## src/rtl/bus_ctrl.sv

```systemverilog
// Bus master controller: takes one CPU load/store at a time, drives the address
// decoder, routes the access to the selected device and returns data or an error.
module bus_ctrl #(
    parameter int DW      = 16,
    parameter int NDEV    = 7,
    parameter int TIMEOUT = 16
) (
    input  logic               clk,
    input  logic               rst,
    input  logic               req_valid,
    output logic               req_ready,
    input  logic               req_we,
    input  logic [15:0]        req_addr,
    input  logic [DW-1:0]      req_wdata,
    output logic               rsp_valid,
    input  logic               rsp_ready,
    output logic [DW-1:0]      rsp_rdata,
    output logic               rsp_err,
    output logic               bus_rd,
    output logic               bus_wr,
    output logic [15:0]        bus_addr,
    output logic [DW-1:0]      bus_wdata,
    input  logic               dec_hit,
    input  logic [2:0]         dec_did,
    output logic [NDEV-1:0]    dev_sel,
    input  logic [NDEV-1:0]    dev_ready,
    input  logic [NDEV*DW-1:0] dev_rdata
);

    localparam logic [1:0] S_IDLE   = 2'd0;
    localparam logic [1:0] S_DECODE = 2'd1;
    localparam logic [1:0] S_ACCESS = 2'd2;
    localparam logic [1:0] S_RESP   = 2'd3;

    localparam int CW = (TIMEOUT > 1) ? $clog2(TIMEOUT) : 1;
    localparam logic [CW-1:0] CNT_LAST = CW'(TIMEOUT - 1);

    logic [1:0]    state;
    logic [CW-1:0] cnt;
    logic          dec_miss;
    logic          sel_ready;
    logic [DW-1:0] sel_rdata;

    assign dec_miss  = !dec_hit || (int'(dec_did) >= NDEV);
    // dev_sel is one-hot, so masking ignores every unselected device's ready.
    assign sel_ready = |(dev_ready & dev_sel);

    // NOTE: a combinational block must assign every output before any branch,
    // otherwise the missing paths infer a latch.
    always_comb begin
        sel_rdata = '0;
        for (int i = 0; i < NDEV; i++) begin
            if (dev_sel[i]) sel_rdata = sel_rdata | dev_rdata[i*DW +: DW];
        end
    end

    // NOTE: sequential state uses non-blocking assignments so every register
    // samples pre-edge values regardless of statement order.
    always_ff @(posedge clk) begin
        if (rst) begin
            state     <= S_IDLE;
            cnt       <= '0;
            req_ready <= 1'b1;
            rsp_valid <= 1'b0;
            rsp_err   <= 1'b0;
            rsp_rdata <= '0;
            bus_rd    <= 1'b0;
            bus_wr    <= 1'b0;
            bus_addr  <= '0;
            bus_wdata <= '0;
            dev_sel   <= '0;
        end else begin
            case (state)
                S_IDLE: begin
                    if (req_valid) begin
                        bus_addr  <= req_addr;
                        bus_wdata <= req_wdata;
                        bus_rd    <= !req_we;
                        bus_wr    <= req_we;
                        req_ready <= 1'b0;
                        state     <= S_DECODE;
                    end
                end
                S_DECODE: begin
                    if (dec_miss) begin
                        rsp_err   <= 1'b1;
                        rsp_rdata <= '0;
                        rsp_valid <= 1'b1;
                        bus_rd    <= 1'b0;
                        bus_wr    <= 1'b0;
                        state     <= S_RESP;
                    end else begin
                        dev_sel <= NDEV'(1) << dec_did;
                        cnt     <= '0;
                        state   <= S_ACCESS;
                    end
                end
                S_ACCESS: begin
                    if (sel_ready || cnt == CNT_LAST) begin
                        rsp_err   <= !sel_ready;
                        rsp_rdata <= (sel_ready && bus_rd) ? sel_rdata : '0;
                        rsp_valid <= 1'b1;
                        bus_rd    <= 1'b0;
                        bus_wr    <= 1'b0;
                        dev_sel   <= '0;
                        state     <= S_RESP;
                    end else begin
                        cnt <= cnt + 1'b1;
                    end
                end
                default: begin
                    if (rsp_ready) begin
                        rsp_valid <= 1'b0;
                        req_ready <= 1'b1;
                        state     <= S_IDLE;
                    end
                end
            endcase
        end
    end

endmodule

```

## config.mk

```make
export PLATFORM = sky130hd
export DESIGN_NAME = bus_ctrl
export DESIGN_NICKNAME = d
export VERILOG_FILES = /design/src/rtl/bus_ctrl.sv
export SDC_FILE = /design/constraint.sdc
export NUM_CORES = 1
export LEC_CHECK = 0
export CAP_MARGIN = 5
export CORE_MARGIN = 2
export CORE_UTILIZATION = 39
export DETAILED_ROUTE_END_ITERATION = 7
export PLACE_DENSITY = 0.88
export REMOVE_ABC_BUFFERS = 1
export SKIP_CTS_REPAIR_TIMING = 1
export SYNTH_ARGS = -nofsm -noshare
export SYNTH_HDL_FRONTEND = slang
export SYNTH_SLANG_ARGS = --single-unit
```

## constraint.sdc

```tcl
create_clock -name clk -period 5.5 [get_ports clk]
set_clock_uncertainty 0.05 [all_clocks]
set_input_delay 0.825 -clock clk [delete_from_list [all_inputs] [get_ports clk]]
set_output_delay 0.825 -clock clk [all_outputs]
set_load 0.02 [all_outputs]
```

==> results.md <==
- TritonCTS Buffers: 9
- R2r setup slk: 2520 ps
- EDFF count, synth: 0
- Synthesized area: 3360 um^2
- Area delta synth->final: 72.6%
- GRT Overall Usage: 26.3%
- Antenna violations before repair: 0
- Hold_sp: bus_addr[14]$_SDFFE_PP0P_
- Sequential cell area: 1320 um^2
- Setup ws final: 2520 ps
- Worst Reg2Reg Path Length in Cells: 4
- WHS Path Cells: 2
- Slowest stage delay, CP: 980 ps
- Layout Nets: 779
- Port bufs: 219
- Worst hold path type: reg -> reg
- Setup TNS: 0 ps
- Fmax: 0.336 GHz
- Nature of the critical path startpoint: flop
- Worst path cell trace: a22oi_1 > and4_1 > a211oi_4 > mux2i_1
- Slew Limit Fails: 0
- Clock Sinks: 66
- RSZ-0062 raised after global routing: no
- Final setup viols: 0
- Largest net degree at the start of global routing: 33
- Commonest non-fill, non-tap cell in the layout: clkdlybuf4s50_1
- FF-to-FF End: rsp_rdata[14]$_SDFFE_PP0P_
- Clock Tree Root: clkbuf_8
- Skew-Pair Late Insertion Delay: 340 ps
- Ports: 220
- Critical Path RT: 5700 ps
- Post-place setup slack: 2200 ps
- Slowest CP cell: a211oi_4
- Drt wl/cell: 17.5 um
- Pwr Density: 346 nW/um^2
- Via/cell ratio: 5.53
- Placed cells: 708
- Final worst-path cycle share: 54.1%
- Global-route wire length before repair: 20100 um
- Synthesized instance count: 415
- Pleak: 2.12 nW
- Slew margin rel.: 20.0%
- Post-route ant nets: 0
- Netlist cell types: 42
- DR vias: 4007
- GPL Wtd Cong: 0.841
- Yosys top cell area share: 39.4%
- CTS HTree Levels: 3
- Drt drc: 0
- Antenna diodes: 0
- Synth warn: 0
- Crit-path max FO: 19
- Synth area leader: dfxtp_1
- Total power: 2.00 mW
- Max cap viols: 0
- Crit path buf inv count: 0
- WL final: 12600 um
- RR Startpoint: dev_sel[0]$_SDFFE_PP0P_
- Final Util: 69.8%
- Clk pin slew, worst setup/hold paths: 80 ps
- CP delay by family, top: compound AO/OA/AOI/OAI gates
- Final Hold Vio Count: 0
- Chip height: 96.8 um
- Post-layout minimum cycle time: 2980 ps
- Arrival time at the worst endpoint: 3180 ps
- Share of cells above drive strength 1: 4.52%
- Most frequent cells in the layout: clkdlybuf4s50_1, nand2_1, dfxtp_1, a22oi_1, a21oi_1
- Area of the multi-input gates: 1830 um^2
- Clock tree buffer depth: 2
- Crit. End Element: flop
- Fillers: 667
- Starting Density: 40.4%
- Die ar.: 9370 um^2
- Synthesis-stage register bit count: 66
- Status: finished clean
- Die X: 96.8 um
- Top cells by area, synth: dfxtp_1, nand2_1, mux2i_1
- # rows: 33
- Crit Path Class: reg -> reg
- Max VDD drop: 281 uV
- Core Region: 8300 um^2
- Register area share after synthesis: 39.4%
- Hold Path End: bus_addr[14]$_SDFFE_PP0P_
- Vias in the first global route: 4064
- Syn Area/Cell: 8.09 um^2
- Gr ovfl total: 0
- DRT Pass-1 Iters: 6
- Initial DRC count: 307
- HPWL Detailed: 9620 um
- Worst slew pin tran: 1200 ps
- CTS tree: built
- Synth Flop Type: dfxtp_1
- FFs w/ async S/R, synth: 0%
- Layout Cells excl Fill: 724
- WP depth: 4
-- layer usage --
| metal | part of all wire, % | global-route usage (%) | vias up |
|---|---|---|---|
| met5 | 0 | 0 | - |
| met4 | 2.7 | 10.9 | 0 |
| met3 | 7.1 | 4.55 | 34 |
| met2 | 51 | 45.6 | 202 |
| met1 | 39 | 32.0 | 1878 |
| li1 | - | - | 1893 |
-- cells in the mapped netlist, types with 3 or more instances --
library cell	n
clkbuf_1	23
buf_2	5
a31oi_1	3
dfxtp_1	66
a222oi_1	17
buf_6	5
a21oi_1	34
a22oi_1	34
inv_1	8
nand3_1	26
ha_1	5
mux2i_1	27
nor3_1	4
nand2_1	113
nor2_1	7
-- worst max-delay path by stage --
stage                                  startpoint                    endpoint
after floorplan                      dev_ready[0]   rsp_rdata[0]$_SDFFE_PP0P_
after global placement                 dec_did[1]  rsp_rdata[15]$_SDFFE_PP0P_
after detailed placement               dec_did[1]  rsp_rdata[14]$_SDFFE_PP0P_
after CTS                 dev_sel[0]$_SDFFE_PP0P_  rsp_rdata[14]$_SDFFE_PP0P_
after global routing      dev_sel[0]$_SDFFE_PP0P_   rsp_rdata[0]$_SDFFE_PP0P_
final                     dev_sel[0]$_SDFFE_PP0P_  rsp_rdata[14]$_SDFFE_PP0P_
-- tightest hold or removal path: stages (launching register included) --
cell     delay (ps)
dfxtp_1         310
nand2_1          50
a21oi_1          50
-- flip-flops by register name, summed over array words and instances (netlist names) --
register,count
rsp_valid,1
bus_wr,1
dev_sel,7
req_ready,1
rsp_rdata,16
bus_wdata,16
rsp_err,1
state,2
bus_addr,16
cnt,4
bus_rd,1
-- where the power goes --
group	internal, mW	switching, mW
Clock	0.305	0.199
Combinational	0.419	0.469
Sequential	0.548	0.0633
-- kinds of logic after synthesis --
| kind of cell | after synthesis | synth area share (%) |
|---|---|---|
| compound gates | 102 | 21.8 |
| mux | 29 | 8.72 |
| fa+ha+maj | 5 | 1.86 |
| flops | 66 | 39.4 |
| simple gates | 169 | 21.9 |
| buf+inv | 44 | 6.34 |
-- through the flow --
step	cell area, um^2	hold WS, ps
2_1_floorplan	3170	402
4_1_cts	5790	408
6_report	5790	404
5_1_grt	5790	423
3_5_place_dp	5550	396
3_3_place_gp	5550	390
-- area by class of cell --
cell class / instances / share of cell area [%]
inverters: 8 / 0.518
clock inverters: 7 / 2.14
clock buffers: 9 / 2.14
repair buffers: 224 / 38.5
well taps: 105 / 2.27
multi-input cells: 305 / 31.6
flip-flops and latches: 66 / 22.8
No activity file was read; power rests on OpenSTA's default activity.
==> RTL change, RTL diff (config.mk and constraints unchanged) <==
Change the parameter `DW` from 16 to 24.
--- a/src/rtl/bus_ctrl.sv
+++ b/src/rtl/bus_ctrl.sv
@@ -1,7 +1,7 @@
 // Bus master controller: takes one CPU load/store at a time, drives the address
 // decoder, routes the access to the selected device and returns data or an error.
 module bus_ctrl #(
-    parameter int DW      = 16,
+    parameter int DW      = 24,
     parameter int NDEV    = 7,
     parameter int TIMEOUT = 16
 ) (
Interface: changed (resized bus_wdata, dev_rdata, req_wdata and rsp_rdata); port bits go from 220 to 300. No check against the original RTL was run, so the function may have changed too.
==> RTL change against the unedited design <==
Total power increased by 16%; setup slack lost 160 ps; sequential cell count up 16; register-to-register slack improved by 370 ps; via count increased by 35%; combinational power is 29% higher; wire length increased by 41%; final area up 29%; synthesized area up 25%; fmax decreased by 5.1%; critical endpoint is now rsp_rdata[8]; largest power group unchanged.
==> RTL change: results (changes against the unedited design) <==
Routing
  – Detailed Routing Iterations Pass 1: 7 (was 6)
  – Routed wl met3: 1750 um (was 900 um)
  – Detailed Route Iter0 Violations: 648 (was 307)
  – Met2 WL: 9120 um (was 6510 um)
  – Met1 wire length: 6360 um (was 4890 um)
  – Top sig layer: met4 (unchanged)
  – DR vias/cell: 5.76 (was 5.53)
  – DR WL/cell: 19.0 um (was 17.5 um)

Synth
  – Ys flop type: dfxtp_1 (unchanged)
  – Mapped Avg Cell Area: 8.05 sq um (was 8.09 sq um)
  – Sequential area share after synthesis: 39.0% (was 39.4%)
  – Largest cells by area after synthesis: dfxtp_1 (39%), nand2_1 (11%), a22oi_1 (8.9%) (was dfxtp_1 (39%), nand2_1 (13%), mux2i_1 (8.1%))
  – Yosys Warn Count: 0 (unchanged)
  – Synth cell types: 39 (was 42)
  – Post-synth top cells: nand2_1 (120), dfxtp_1 (82), nand3_1 (54), a22oi_1 (50), a21oi_1 (43) (was nand2_1 (113), dfxtp_1 (66), a21oi_1 (34), a22oi_1 (34), mux2i_1 (27))
  – FFs w/ async S/R, synth: 0% (unchanged)

Power and ir drop
  – Leak: 2.81 nW (was 2.12 nW)
  – Peak VDD IR: 0.236 mV (was 0.281 mV)

Clocking
  – TritonCTS buffer count: 9 (unchanged)
  – Clk pin slew, worst setup/hold paths: 80 ps (about the same)
  – H-tree depth: 3 (unchanged)
  – CTS max path bufs: 2 (unchanged)
  – Clock latency on the worst-skew pair: 340 ps (about the same)
  – Clock Tree Root: clkbuf_8 (unchanged)

Placement
  – Pre-CTS setup slack: 1960 ps (was 2200 ps)
  – Port buffer count: 299 (was 219)
  – Placed Cells: 920 (was 708)
  – GPL Wtd Cong: 0.848 (was 0.841)
  – Detail Placement HPWL: 13200 um (was 9620 um)

GRT
  – Largest net degree at the start of global routing: 60 (was 33)
  – Initial antenna violation count: 1 (was 0)
  – First-pass GRT wire length: 26800 um (was 20100 um)
  – GR Util All Layers: 29.2% (was 26.3%)
  – Vias in the first global route: 5328 (was 4064)

Final layout
  – Final std cells w/o fill: 936 (was 724)
  – Layout cells sized above 1: 4.51% (was 4.52%)
  – Largest regs: bus_wdata x24, rsp_rdata x24, bus_addr x16 (was bus_addr x16, bus_wdata x16, rsp_rdata x16)
  – # nets final: 1025 (was 779)

Worst setup path
  – Worst-path fanout max: 25 (was 19)
  – Worst EP arrival: 3350 ps (was 3180 ps)

Min path
  – HP Class: flip-flop to flip-flop (unchanged)

Run status
  – Status: finished, final reports clean (unchanged)

STA
  – Worst Tran Pin Value: 1070 ps (was 1200 ps)
-- RTL change: changes by cell type in the layout (fill, tap and decap cells not counted), moves of 7 or more --
| cell | change |
|---|---|
| a22oi_1 | +16 |
| dfxtp_1 | +16 |
| a222oi_1 | +8 |
| a21oi_1 | +9 |
| nand3_1 | +28 |
| clkdlybuf4s50_1 | +79 |
| nand2_1 | +7 |
-- RTL change: final cells by class --
cell class                 instances  area (sq um)
tap                              136           170
fill                             804          2930
inverter                           9          33.8
clock buffer                       9           124
clock inverter                     5          81.3
antenna                            1          2.50
timing repair buffer             309          3080
multi-input combinational        385          2350
sequential                        82          1640
-- RTL change: path summary, 6_finish.rpt --
check,end,start,slack (ps),cells after the start
hold / removal,bus_wdata[21],bus_wdata[21],410,2
setup reg to reg,rsp_rdata[8],dev_sel[0],2890,4
setup / recovery,rsp_rdata[8],dev_ready[2],2370,5
hold reg to reg,bus_wdata[21],bus_wdata[21],410,2
-- RTL change: critical path: stages --
cell and delay [ps]:
clkdlybuf4s50_1 400, a222oi_1 560, nand3_2 320, o211ai_4 930
mux2i_1 280
-- RTL change: through the flow --
step           hold slack (ps)  instance area (sq um)
3_3_place_gp               392                   7250
2_1_floorplan              421                   4020
3_5_place_dp               397                   7250
5_1_grt                    423                   7490
6_report                   409                   7490
4_1_cts                    408                   7460
-- RTL change: layer usage --
metal,vias up,GRT usage (%)
met1,2521,32.9
li1,2477,-
met3,53,6.84
met5,-,0
met2,341,52.6
met4,0,12.4
-- RTL change: power by group --
group | internal, mW | switching, mW
clock network | 0.251 | 0.210
registers | 0.674 | 0.0502
logic | 0.537 | 0.610
-- RTL change: kinds of logic (layout without fill, tap and decap cells) --
| group | Yosys count | in the layout | synth area share [%] |
|---|---|---|---|
| AOI/OAI and AO/OA | 138 | 138 | 23.8 |
| and+or+nand+nor | 206 | 206 | 21.7 |
| other | 0 | 1 | 0 |
| muxes | 36 | 36 | 8.67 |
| DFF | 82 | 82 | 39.0 |
| buffers and inverters | 56 | 332 | 5.35 |
| adders and majority gates | 5 | 5 | 1.49 |
